### src/rtl/sbus_axi_bridge_pkg.sv
// Shared types and helpers for the sbus-to-AXI4 single-beat bridge.
package sbus_axi_bridge_pkg;

  localparam int unsigned ADDR_W = 32;
  localparam int unsigned DATA_W = 32;
  localparam int unsigned STRB_W = DATA_W / 8;
  localparam int unsigned ID_W   = 4;
  localparam int unsigned LEN_W  = 8;

  localparam logic [2:0] AXI_SIZE_BYTE = 3'd0;
  localparam logic [2:0] AXI_SIZE_HALF = 3'd1;
  localparam logic [2:0] AXI_SIZE_WORD = 3'd2;

  typedef enum logic [2:0] {IDLE, RA, R, WA, B, DONE} bridge_state_t;

  typedef struct packed {
    logic              we;
    logic [1:0]        size;
    logic [ADDR_W-1:0] addr;
    logic [DATA_W-1:0] data;
  } bridge_req_t;

  // sbus size code to AXI size; the illegal code 11 behaves as a word
  function automatic logic [2:0] size_to_axi(input logic [1:0] size);
    logic [2:0] axsize;
    case (size)
      2'b00:   axsize = AXI_SIZE_BYTE;
      2'b01:   axsize = AXI_SIZE_HALF;
      default: axsize = AXI_SIZE_WORD;
    endcase
    return axsize;
  endfunction

  function automatic logic [STRB_W-1:0] size_to_strb(input logic [1:0] size,
                                                      input logic [1:0] addr_lo);
    logic [STRB_W-1:0] strb;
    case (size)
      2'b00:   strb = STRB_W'(4'b0001 << addr_lo);
      2'b01:   strb = addr_lo[1] ? 4'b1100 : 4'b0011;
      default: strb = 4'b1111;
    endcase
    return strb;
  endfunction

endpackage

### src/rtl/sbus.sv
// Physical-side pipeline bus between the address-translation stage and a memory port.
interface sbus;
  logic        en;
  logic        we;
  logic [1:0]  size;
  logic [31:0] addr;
  logic [31:0] data_w;
  logic        pause;
  logic [31:0] data_r;
  logic        stall;

  modport master (output en, we, size, addr, data_w, pause, input data_r, stall);
  modport slave  (input en, we, size, addr, data_w, pause, output data_r, stall);
endinterface

### src/rtl/sbus_axi_bridge.sv
// Bridges one sbus request at a time onto AXI4 single-beat reads/writes,
// stalling the pipeline until the response arrives.
module sbus_axi_bridge
  import sbus_axi_bridge_pkg::*;
#(
  parameter logic [ID_W-1:0] AXI_ID = '0
) (
  input  logic              clk,
  input  logic              rst_n,
  sbus.slave                bus,
  output logic [ID_W-1:0]   arid,
  output logic [ADDR_W-1:0] araddr,
  output logic [LEN_W-1:0]  arlen,
  output logic [2:0]        arsize,
  output logic              arvalid,
  input  logic              arready,
  input  logic [DATA_W-1:0] rdata,
  input  logic              rvalid,
  output logic              rready,
  output logic [ID_W-1:0]   awid,
  output logic [ADDR_W-1:0] awaddr,
  output logic [LEN_W-1:0]  awlen,
  output logic [2:0]        awsize,
  output logic              awvalid,
  input  logic              awready,
  output logic [DATA_W-1:0] wdata,
  output logic [STRB_W-1:0] wstrb,
  output logic              wlast,
  output logic              wvalid,
  input  logic              wready,
  input  logic              bvalid,
  output logic              bready
);

  bridge_state_t     state, state_nxt;
  bridge_req_t       req_q;
  logic              aw_ok, w_ok;
  logic [DATA_W-1:0] data_r_q;

  always_ff @(posedge clk or negedge rst_n) begin
    if (!rst_n) state <= IDLE;
    else        state <= state_nxt;
  end

  // Request latch, per-channel write handshake flags and read data capture
  always_ff @(posedge clk or negedge rst_n) begin
    if (!rst_n) begin
      req_q    <= '0;
      aw_ok    <= 1'b0;
      w_ok     <= 1'b0;
      data_r_q <= '0;
    end else begin
      if (state == IDLE && bus.en) begin
        req_q <= '{we: bus.we, size: bus.size, addr: bus.addr, data: bus.data_w};
        aw_ok <= 1'b0;
        w_ok  <= 1'b0;
      end
      if (awvalid && awready) aw_ok <= 1'b1;
      if (wvalid && wready)   w_ok  <= 1'b1;
      if (state == R && rvalid) data_r_q <= rdata;
    end
  end

  // Next state and channel valid/ready decode
  always_comb begin
    state_nxt = state;
    arvalid   = 1'b0;
    rready    = 1'b0;
    awvalid   = 1'b0;
    wvalid    = 1'b0;
    bready    = 1'b0;
    case (state)
      IDLE: if (bus.en) state_nxt = bus.we ? WA : RA;
      RA: begin
        arvalid = 1'b1;
        if (arready) state_nxt = R;
      end
      R: begin
        rready = 1'b1;
        if (rvalid) state_nxt = DONE;
      end
      WA: begin
        awvalid = !aw_ok;
        wvalid  = !w_ok;
        // AW and W may complete in either order or in the same cycle
        if ((aw_ok || awready) && (w_ok || wready)) state_nxt = B;
      end
      B: begin
        bready = 1'b1;
        if (bvalid) state_nxt = DONE;
      end
      DONE:    if (!bus.pause) state_nxt = IDLE;
      default: state_nxt = IDLE;
    endcase
  end

  assign arid   = AXI_ID;
  assign araddr = req_q.addr;
  assign arlen  = '0;
  assign arsize = size_to_axi(req_q.size);
  assign awid   = AXI_ID;
  assign awaddr = req_q.addr;
  assign awlen  = '0;
  assign awsize = size_to_axi(req_q.size);
  assign wdata  = req_q.data;
  assign wstrb  = size_to_strb(req_q.size, req_q.addr[1:0]);
  assign wlast  = 1'b1;

  assign bus.data_r = data_r_q;
  assign bus.stall  = bus.en && (state != DONE);

endmodule

### src/flat_wrapper.sv
// flat-port wrapper written by rule: the top's interface ports become plain ports
module sbus_axi_bridge_flat import sbus_axi_bridge_pkg::*;
#(
  parameter logic [ID_W-1:0] AXI_ID = '0
)
  (clk, rst_n, arid, araddr, arlen, arsize, arvalid, arready, rdata, rvalid, rready, awid, awaddr, awlen, awsize, awvalid, awready, wdata, wstrb, wlast, wvalid, wready, bvalid, bready, bus_en, bus_we, bus_size, bus_addr, bus_data_w, bus_pause, bus_data_r, bus_stall);
  sbus bus_i ();
  input  logic clk;
  input  logic rst_n;
  output logic [ID_W-1:0] arid;
  output logic [ADDR_W-1:0] araddr;
  output logic [LEN_W-1:0] arlen;
  output logic [2:0] arsize;
  output logic arvalid;
  input  logic arready;
  input  logic [DATA_W-1:0] rdata;
  input  logic rvalid;
  output logic rready;
  output logic [ID_W-1:0] awid;
  output logic [ADDR_W-1:0] awaddr;
  output logic [LEN_W-1:0] awlen;
  output logic [2:0] awsize;
  output logic awvalid;
  input  logic awready;
  output logic [DATA_W-1:0] wdata;
  output logic [STRB_W-1:0] wstrb;
  output logic wlast;
  output logic wvalid;
  input  logic wready;
  input  logic bvalid;
  output logic bready;
  input wire logic [$bits(bus_i.en)-1:0] bus_en;
  input wire logic [$bits(bus_i.we)-1:0] bus_we;
  input wire logic [$bits(bus_i.size)-1:0] bus_size;
  input wire logic [$bits(bus_i.addr)-1:0] bus_addr;
  input wire logic [$bits(bus_i.data_w)-1:0] bus_data_w;
  input wire logic [$bits(bus_i.pause)-1:0] bus_pause;
  output wire logic [$bits(bus_i.data_r)-1:0] bus_data_r;
  output wire logic [$bits(bus_i.stall)-1:0] bus_stall;
  assign bus_i.en = bus_en;
  assign bus_i.we = bus_we;
  assign bus_i.size = bus_size;
  assign bus_i.addr = bus_addr;
  assign bus_i.data_w = bus_data_w;
  assign bus_i.pause = bus_pause;
  assign bus_data_r = bus_i.data_r;
  assign bus_stall = bus_i.stall;
  sbus_axi_bridge #(.AXI_ID(AXI_ID)) u_core (.clk(clk), .rst_n(rst_n), .bus(bus_i), .arid(arid), .araddr(araddr), .arlen(arlen), .arsize(arsize), .arvalid(arvalid), .arready(arready), .rdata(rdata), .rvalid(rvalid), .rready(rready), .awid(awid), .awaddr(awaddr), .awlen(awlen), .awsize(awsize), .awvalid(awvalid), .awready(awready), .wdata(wdata), .wstrb(wstrb), .wlast(wlast), .wvalid(wvalid), .wready(wready), .bvalid(bvalid), .bready(bready));
endmodule
### config.mk
export PLATFORM = sky130hd
export DESIGN_NAME = sbus_axi_bridge_flat
export DESIGN_NICKNAME = d
export VERILOG_FILES = /design/src/rtl/sbus_axi_bridge_pkg.sv /design/src/rtl/sbus.sv /design/src/rtl/sbus_axi_bridge.sv /design/src/flat_wrapper.sv
export SDC_FILE = /design/constraint.sdc
export NUM_CORES = 1
export LEC_CHECK = 0
export CAP_MARGIN = 20
export CELL_PAD_IN_SITES_DETAIL_PLACEMENT = 0
export CELL_PAD_IN_SITES_GLOBAL_PLACEMENT = 1
export CORE_ASPECT_RATIO = 1.25
export CORE_MARGIN = 1
export CORE_UTILIZATION = 29
export CTS_CLUSTER_SIZE = 20
export DETAILED_ROUTE_END_ITERATION = 12
export PLACE_DENSITY_LB_ADDON = 0.12
export SYNTH_ARGS = -nofsm -noshare
export SYNTH_HDL_FRONTEND = slang
export SYNTH_SLANG_ARGS = --single-unit
### constraint.sdc
create_clock -name clk -period 1.9 [get_ports clk]
set_input_delay 0.57 -clock clk [delete_from_list [all_inputs] [get_ports clk]]
set_output_delay 0.57 -clock clk [all_outputs]
set_load 0.05 [all_outputs]
Word-level counts from Yosys, hierarchy flattened --
Index checks and enable logic that the tools add are counted.
Cells by class: equality and inequality tests 13, shifts and indexed selects 1, multiplexer cells 19, reductions and logical operators 15
Operator list (number):
- 2-to-1 mux 3 bit | 6
- case mux 3 bit (6 select lines) | 1
- inequality test 2 bit (second input constant) | 5
- 2-to-1 mux 1 bit | 8
- case mux 4 bit (2 select lines) | 1
- equality test 3 x 2 -> 1 bit (second input constant) | 2
- equality test 3 bit (second input constant) | 2
- logical AND 1 bit | 6
- AND reduction 6 bit | 1
- 2-to-1 mux 4 bit | 1
- case mux 2 bit (2 select lines) | 1
- nonzero test 2 bit | 2
- << shifter 1 x 2 -> 4 bit (first input constant) | 1
- equality test 3 x 1 -> 1 bit (second input constant) | 1
- zero test 3 bit | 1
- inequality test 3 bit (second input constant) | 1
- equality test 2 x 1 -> 1 bit (second input constant) | 1
- zero test 1 bit | 2
- zero test 2 bit | 1
- logical OR 1 bit | 2
- 2-to-1 mux 2 bit | 1
- inequality test 2 x 1 -> 1 bit (second input constant) | 1
Word-level totals: flip-flop bits (word level) 103, output and inout port bits 169

Logic depth before layout (Yosys ltp) --
Gate-level depths: netlist of the first run.
word-level depth 4, gate-level depth with buffers 6, gate-level depth less buffers 3

Worst setup path after synthesis of the first run --
Ideal clock, no wire load.
path type register to output, start point register u_core.state[2], end point output port bready, data arrival time 1.872 ns, required time 1.330 ns, path slack -0.542 ns, stages on the path, launching flop included 3, path buffers 1, cell sequence dfrtp_1 > clkbuf_1 > nor3b_1
Between the ends: longest elaborated chain between the ends 2
Ends and longest elaborated chain:
- start, declared | line sbus_axi_bridge.sv:35 | bridge_state_t state, state_nxt;
- start signal, assigned | line sbus_axi_bridge.sv:42 | else state <= state_nxt;
- equality test 3 bit | line sbus_axi_bridge.sv:72 | case (state)
- 2-to-1 mux 1 bit | line sbus_axi_bridge.sv:72
- end, declared | line flat_wrapper.sv:31 | output logic bready;
No other way between the ends.

Worst setup path in the final report of the first run --
start point register u_core.state[2], end point output port awvalid
Between the ends: longest elaborated chain between the ends 2
Ends and longest elaborated chain:
- equality test 3 x 2 -> 1 bit | line sbus_axi_bridge.sv:72
- 2-to-1 mux 1 bit | line sbus_axi_bridge.sv:72
- end, declared | line flat_wrapper.sv:23 | output logic awvalid;
No other way between the ends.

==> flow_metrics.tcl, run 1 <==
set metrics [dict create \
    ff2ff_setup_slack_ns 0.16 \
    status "finished with violations" \
    drive_above_1_share_pct 52.1 \
    critPathBufInv 1 \
    max_stage_delay_ns 0.44 \
    critPathLaunch "u_core.state[2]" \
    place_ws_ns -0.280 \
    grt_overflow 0 \
    top_layer_used "met4" \
    finalHoldViolations 0 \
    syn_area_um2 5030 \
    drt_iter0_markers 50 \
    worstSetupEndpointType "output pin" \
    first_global_vias 3350 \
    crit_cells 3 \
    grt_pass1_wl_um 17200 \
    start_util_pct 29.7 \
    root_buffer "clkbuf_16" \
    dieArea_um2 17900 \
    cp_slowest_cell "dfrtp_2" \
    synth-seq-area-share_pct 51.3 \
    cts_buffer_depth 2 \
    maxSlewViolCount 0 \
    synth_edf_count 0 \
    worst_slack_ns -0.0459 \
    rr_startpoint "u_core.state[1]" \
    gp_congestion 0.685 \
    yosys_warnings 0 \
    final_common_cell "buf_4" \
    ys.flop_type "dfrtp_1" \
    fin_crit_sh_pct 102 \
    final_cell_mix "138 x buf_4, 105 x clkdlybuf4s50_1, 98 x dfrtp_1" \
    syn-instance-count 384 \
    startpoint_type "register" \
    synthAdderAreaFrac_pct 0 \
    syn2layout_area_growth_pct 45.2 \
    critical_path_class "reg -> out" \
    numPortBuffers 249 \
    violations "setup timing" \
    dp_hpwl_um 8640 \
    r2r_cells 5 \
    synthArstFlopShare_pct 100 \
    required_ns 1.33 \
    die_y_um 149 \
    grt_setup_unrepaired "true" \
    cts.reportedPaths.clkPinSlew_ns 0.07 \
    cp.arrival_ns 1.38 \
    clk_latency_ns 0.34 \
    fin_skew_ns 0.00724 \
    synthMuxAreaShare_pct 22.1 \
    grt_start_max_net_pins 42 \
    final_core_util_pct 43.2 \
    clock-sinks 103 \
    cts_max_level 3 \
    synth_area_per_cell_um2 13.1 \
    cap_violations 0 \
    vias 3184 \
    synth_compound_area_share_pct 1.97 \
    synthSimpleGateAreaFrac_pct 3.21 \
    dr_wl_met3_um 1240 \
    hold_class "in -> async" \
    row_count 53 \
    finalSetupViolations 4 \
    fin_nets 658 \
    synthXorXnorAreaFrac_pct 0 \
    antenna_found_initial 1 \
    cts_buffers 9 \
    synth_top_family_by_area "multiplexers" \
    track_usage_pct 12.5 \
    fp.coreArea_um2 16900 \
    ys_ff_latch 103 \
    die_w_um 120 \
    vias_per_cell 4.10 \
    critPathTopFamily "flip-flops" \
    drc 0 \
    cp_max_fo 4 \
    routedWlPerCell_um 14.4 \
    crit_chain "nand3b_1 > nor2_2 > buf_12" \
    final.min_clock_period_ns 1.95 \
    cts_tree "yes" \
    ant_nets 0 \
    wl_met1_um 4220 \
    routed_wl_um 11200 \
    wl_met2_um 5530 \
    max_freq_mhz 514 \
    ios 277 \
    synth_cell_type_count 27 \
    dr.pass1.iters 4 \
]
-- logic make-up after synthesis --
family	Yosys count
compound gates	14
mux	99
other cells	2
simple gates	25
flops	103
buf+inv	141
-- cell usage after synthesis, types with 3 or more instances --
| cell | instances | area, µm² |
|---|---|---|
| buf_2 | 4 | 20.0 |
| mux2_1 | 6 | 67.6 |
| nor2_1 | 4 | 15.0 |
| buf_6 | 9 | 101 |
| nor2b_1 | 5 | 31.3 |
| buf_4 | 125 | 938 |
| a21oi_1 | 3 | 15.0 |
| mux2_2 | 91 | 1020 |
| nor3b_1 | 3 | 22.5 |
| dfrtp_1 | 103 | 2580 |
| nand2_1 | 6 | 22.5 |
| o21bai_1 | 4 | 30.0 |
-- metal layers --
layer | global-route usage [%] | vias up
met3 | 5.16 | 14
met2 | 20.9 | 171
met1 | 13.8 | 1535
li1 | - | 1464
met4 | 6.06 | 0
met5 | 0 | -
-- repair_timing --
action,in CTS,in global routing
setup endpoints to repair,12,7
pin swaps,2,4
setup buffers,7,0
resized for setup,18,3
cloned,0,0
hold buffers,0,0
-- final timing paths --
path	endpoint
max	awvalid
min	u_core.araddr[20]
max reg2reg	u_core.araddr[26]
min reg2reg	u_core.wdata[26]
max in group asynchronous	u_core.wdata[2]
min in group clk	u_core.wdata[26]
-- worst register-to-register path, delay by kind of cell (launching register included) --
family | cells | cell delay (ns)
and+or+nand+nor | 1 | 0.27
muxes | 1 | 0.35
buffers and inverters | 3 | 0.53
DFF | 1 | 0.47
-- state kept, by name, indices dropped and copies added (netlist names) --
register and flops:
u_core.state 3, u_core.w_ok 1, u_core.aw_ok 1, u_core.bus.data_r 32
u_core.wdata 32, u_core.araddr 32, u_core.req_q 2
-- final cells by class --
cell class | instances | area [µm²]
clock buffers | 9 | 225
inverters | 1 | 3.75
clock inverters | 7 | 55.1
fillers | 1573 | 9610
multi-input cells | 165 | 1550
repair buffers | 270 | 2610
well taps | 220 | 275
diodes | 1 | 2.50
flip-flops and latches | 103 | 2580
-- per-stage QoR --
step	cell area (µm²)	setup TNS, ns	hold slack, ns	cells
final	7300	-0.143	0.136	776
after global routing	7300	-0.459	0.156	775
after CTS	7290	-0.366	0.134	776
after detailed placement	6910	-22.77	0.497	753
after global placement	6910	-20.06	0.492	753
after floorplan	5130	-1.05	0.274	409
Power of run 1 is left out: the tool's default activity adds up to more than one toggle a clock period on the data nets, which glitch-free logic cannot reach.
==> run 2, diff against run 1 <==
--- a/config.mk
+++ b/config.mk
@@ -14,6 +14,7 @@
 export CTS_CLUSTER_SIZE = 20
 export DETAILED_ROUTE_END_ITERATION = 12
 export PLACE_DENSITY_LB_ADDON = 0.12
+export RECOVER_POWER = 100
 export SYNTH_ARGS = -nofsm -noshare
 export SYNTH_HDL_FRONTEND = slang
 export SYNTH_SLANG_ARGS = --single-unit
==> flow_metrics.tcl, run 2 (synthesis results as in run 1) <==
set metrics [dict create \
    cp_max_fo 8 \
    cap_violations 0 \
    numPortBuffers 249 \
    critPathTopFamily "flip-flops" \
    vias_per_cell 4.11 \
    final.min_clock_period_ns 1.94 \
    grt_overflow 0 \
    cts_buffer_depth 2 \
    drive_above_1_share_pct 51.4 \
    r2r_cells 5 \
    routedWlPerCell_um 14.4 \
    place_ws_ns -0.280 \
    antenna_found_initial 1 \
    holdWs_ns 0.235 \
    finalHoldViolations 0 \
    startpoint_type "register" \
    grt_start_max_net_pins 42 \
    dr.pass1.iters 4 \
    die_w_um 120 \
    crit_chain "buf_4 > nor3b_4 > buf_12" \
    holdBufCountCts 0 \
    critPathBufInv 2 \
    final_cell_mix "128 x clkbuf_2, 104 x clkdlybuf4s50_1, 100 x dfrtp_1" \
    ff2ff_setup_slack_ns 0.01 \
    clk_latency_ns 0.35 \
    grt_use_met2_pct 20.9 \
    fin_skew_ns 0.00737 \
    max_slew_margin_pct 41.0 \
    grt_setup_unrepaired "true" \
    rr_startpoint "u_core.state[1]" \
    cts.reportedPaths.clkPinSlew_ns 0.07 \
    violations "setup timing" \
    fin_crit_sh_pct 102 \
    critPathLaunch "u_core.state[1]" \
    maxSlewViolCount 0 \
    start_util_pct 29.7 \
    dp_hpwl_um 8640 \
    die_y_um 149 \
    met1_usage_pct 13.8 \
    cts_max_level 3 \
    final_common_cell "clkbuf_2" \
    cts_tree "yes" \
    drc 0 \
    grt_busiest_layer "met2" \
    gp_congestion 0.685 \
    clock-sinks 103 \
    hold_class "in -> async" \
    cp_slowest_cell "dfrtp_2" \
    grt_use_met3_pct 5.16 \
    max_freq_mhz 515 \
    drt_iter0_markers 46 \
    dieArea_um2 17900 \
    worst_pin_slew_ns 0.886 \
    root_buffer "clkbuf_16" \
    max_stage_delay_ns 0.48 \
    endpoint "bready" \
    worst_slack_ns -0.0430 \
    grt_pass1_wl_um 17200 \
    worstSetupEndpointType "output pin" \
    crit_cells 3 \
    cp.arrival_ns 1.37 \
    syn2layout_area_growth_pct 36.9 \
    fin_nets 658 \
    ios 277 \
    routed_wl_um 11100 \
    ant_nets 0 \
    timing.rr.end "u_core.araddr[26]" \
    track_usage_pct 12.5 \
    fp.coreArea_um2 16900 \
    vias 3186 \
    finalSetupViolations 6 \
    first_global_vias 3350 \
    critical_path_class "reg -> out" \
    row_count 53 \
    required_ns 1.33 \
    cts_buffers 9 \
    status "finished with violations" \
    n_fill_cell 1664 \
]
[run 2: worst min path at each step]
stage,endpoint,slack [ns]
after floorplan,u_core.araddr[0],0.27
after global placement,u_core.w_ok,0.49
after detailed placement,u_core.bus.data_r[13],0.50
after CTS,u_core.araddr[20],0.13
after global routing,u_core.araddr[20],0.29
final,u_core.araddr[20],0.24
[run 2: area by class of cell]
type / instances / area [µm²] / area share (%)
Sequential cell: 103 / 2580 / 37.5
Clock buffer: 9 / 225 / 3.27
Clock inverter: 7 / 55.1 / 0.800
Inverter: 1 / 3.75 / 0.0545
Antenna cell: 1 / 2.50 / 0.0364
Tap cell: 220 / 275 / 4.00
Multi-Input combinational cell: 165 / 1540 / 22.4
Timing Repair Buffer: 270 / 2200 / 32.0
[run 2: repair_timing]
| item | CTS | global route |
|---|---|---|
| setup endpoints to repair | 12 | 7 |
| pin swaps | 2 | 4 |
| resized for setup | 18 | 3 |
| setup buffers | 7 | 0 |
[run 2: routing by layer]
metal	vias up	wire (µm)
li1	1463	-
met1	1534	4150
met2	175	5530
met3	14	1250
met4	0	215
met5	-	0
[run 2: metrics by stage]
step | cells | instance area [µm²] | utilization [%] | setup TNS (ns)
2_1_floorplan | 409 | 5130 | - | -1.05
3_3_place_gp | 753 | 6910 | 40.9 | -20.06
3_5_place_dp | 753 | 6910 | 40.9 | -22.77
4_1_cts | 776 | 7290 | 43.1 | -0.366
5_1_grt | 775 | 6880 | 40.7 | -3.13
6_report | 776 | 6880 | 40.7 | -0.175
Power of run 2 is left out for the same reason.
==> run 3, diff against run 2 <==
--- a/config.mk
+++ b/config.mk
@@ -6,11 +6,9 @@
 export NUM_CORES = 1
 export LEC_CHECK = 0
 export CAP_MARGIN = 20
-export CELL_PAD_IN_SITES_DETAIL_PLACEMENT = 0
-export CELL_PAD_IN_SITES_GLOBAL_PLACEMENT = 1
 export CORE_ASPECT_RATIO = 1.25
 export CORE_MARGIN = 1
-export CORE_UTILIZATION = 29
+export CORE_UTILIZATION = 39
 export CTS_CLUSTER_SIZE = 20
 export DETAILED_ROUTE_END_ITERATION = 12
 export PLACE_DENSITY_LB_ADDON = 0.12
==> constraint.sdc (replaced) <==
create_clock -name clk -period 1.9 [get_ports clk]
set_input_delay 0.57 -clock clk [delete_from_list [all_inputs] [get_ports clk]]
set_output_delay 0.57 -clock clk [all_outputs]
set_load 0.1 [all_outputs]
==> flow_metrics.tcl, run 3 (synthesis results as in run 1) <==
set metrics [dict create \
    ios 277 \
    maxSlewViolCount 0 \
    rr_startpoint "u_core.state[0]" \
    grt_start_max_net_pins 48 \
    cts_buffer_depth 2 \
    die_w_um 104 \
    n_fill_cell 1074 \
    root_buffer "clkbuf_16" \
    vias 3259 \
    clk_latency_ns 0.34 \
    register_area_um2 2580 \
    cts_tree "yes" \
    drive_above_1_share_pct 51.6 \
    cts.reportedPaths.clkPinSlew_ns 0.07 \
    final.min_clock_period_ns 1.96 \
    final_common_cell "clkdlybuf4s50_1" \
    grt_overflow 0 \
    status "finished with violations" \
    multiInputGateArea_um2 1590 \
    drc 0 \
    start_util_pct 39.9 \
    clock-sinks 103 \
    grt_setup_unrepaired "true" \
    cts_max_level 3 \
    max_freq_mhz 509 \
    track_usage_pct 18.6 \
    required_ns 1.33 \
    ant_nets 0 \
    dp_hpwl_um 9900 \
    worst_pin_slew_ns 0.669 \
    routed_wl_um 12400 \
    ff2ff_setup_slack_ns -0.04 \
    fp.coreArea_um2 12600 \
    startpoint_type "register" \
    vias_per_cell 4.47 \
    violations "setup timing" \
    finalSetupViolations 17 \
    dieArea_um2 13400 \
    syn2layout_area_growth_pct 38.4 \
    r2r_cells 6 \
    numPortBuffers 249 \
    fin_crit_sh_pct 103 \
    routedWlPerCell_um 17.0 \
    critical_path_class "reg -> out" \
    fin_nets 663 \
    drt_iter0_markers 77 \
    worst_slack_ns -0.0643 \
    place_ws_ns -0.260 \
    die_y_um 129 \
    hold_class "in -> async" \
    row_count 46 \
    endpoint "awvalid" \
    cts_buffers 9 \
    finalHoldViolations 0 \
    antenna_found_initial 1 \
    final_cell_mix "104 x clkdlybuf4s50_1, 102 x dfrtp_1, 91 x mux2_2" \
    cp.arrival_ns 1.39 \
    fin_skew_ns 0.0102 \
    dr.pass1.iters 4 \
    cap_violations 0 \
    worstSetupEndpointType "output pin" \
    timing.rr.end "u_core.araddr[2]" \
    critPathLaunch "u_core.state[2]" \
    gp_congestion 0.797 \
    max_slew_margin_pct 55.4 \
    first_global_vias 3526 \
    cp_max_fo 3 \
    grt_pass1_wl_um 19100 \
]
## run 3: cell type report
type | instances | share of cell area (%)
inverter | 1 | 0.0539
clock inverter | 5 | 0.935
multi-input combinational | 165 | 22.8
clock buffer | 11 | 3.34
sequential | 103 | 37.1
tap | 168 | 3.02
timing repair buffer | 275 | 32.8
antenna | 1 | 0.0360
## run 3: worst max-delay path, stage by stage (launching register included)
cell and delay, ns:
dfrtp_1 0.40, nand3b_1 0.30, nor2_4 0.18, buf_12 0.18
## run 3: per-layer routing
metal  track usage, %  vias to the layer above  part of all wire [%]
met2             34.6                      176                    54
met3             8.05                       21                   9.0
met1             18.2                     1590                    34
met5                0                        -                     0
li1                 -                     1472                     -
met4             7.50                        0                   2.6
## run 3: what timing repair did
| item | 4_1_cts | 5_1_grt |
|---|---|---|
| endpoints found under the hold margin | 0 | 0 |
| buffers inserted | 1 | 2 |
| resized for setup | 5 | 0 |
| pin swaps | 0 | 1 |
| endpoints found under the setup margin | 10 | 5 |
| hold buffers | 0 | 0 |
## run 3: worst min-delay path by stage
| stage | from | endpoint | slack (ns) | cells past startpoint |
|---|---|---|---|---|
| finish | rst_n | u_core.wdata[6] | 0.22 | 1 |
| floorplan | rst_n | u_core.araddr[0] | 0.27 | 0 |
| detailed placement | rst_n | u_core.wdata[6] | 0.43 | 1 |
| global route | rst_n | u_core.wdata[6] | 0.26 | 1 |
| global placement | rst_n | u_core.wdata[8] | 0.43 | 1 |
| CTS | rst_n | u_core.wdata[6] | 0.06 | 1 |
## run 3: through the flow
| step | instances | utilization (%) | TNS [ns] | cell area [µm²] | hold slack, ns |
|---|---|---|---|---|---|
| after floorplan | 409 | - | -0.366 | 5230 | 0.274 |
| after global placement | 709 | 67.7 | -21.68 | 8530 | 0.431 |
| after detailed placement | 709 | 67.7 | -22.65 | 8530 | 0.434 |
| after CTS | 726 | 70.2 | -0.263 | 8840 | 0.0605 |
| after global routing | 729 | 55.2 | -3.63 | 6960 | 0.257 |
| final | 729 | 55.2 | -0.528 | 6960 | 0.216 |
Power of run 3 is left out for the same reason.
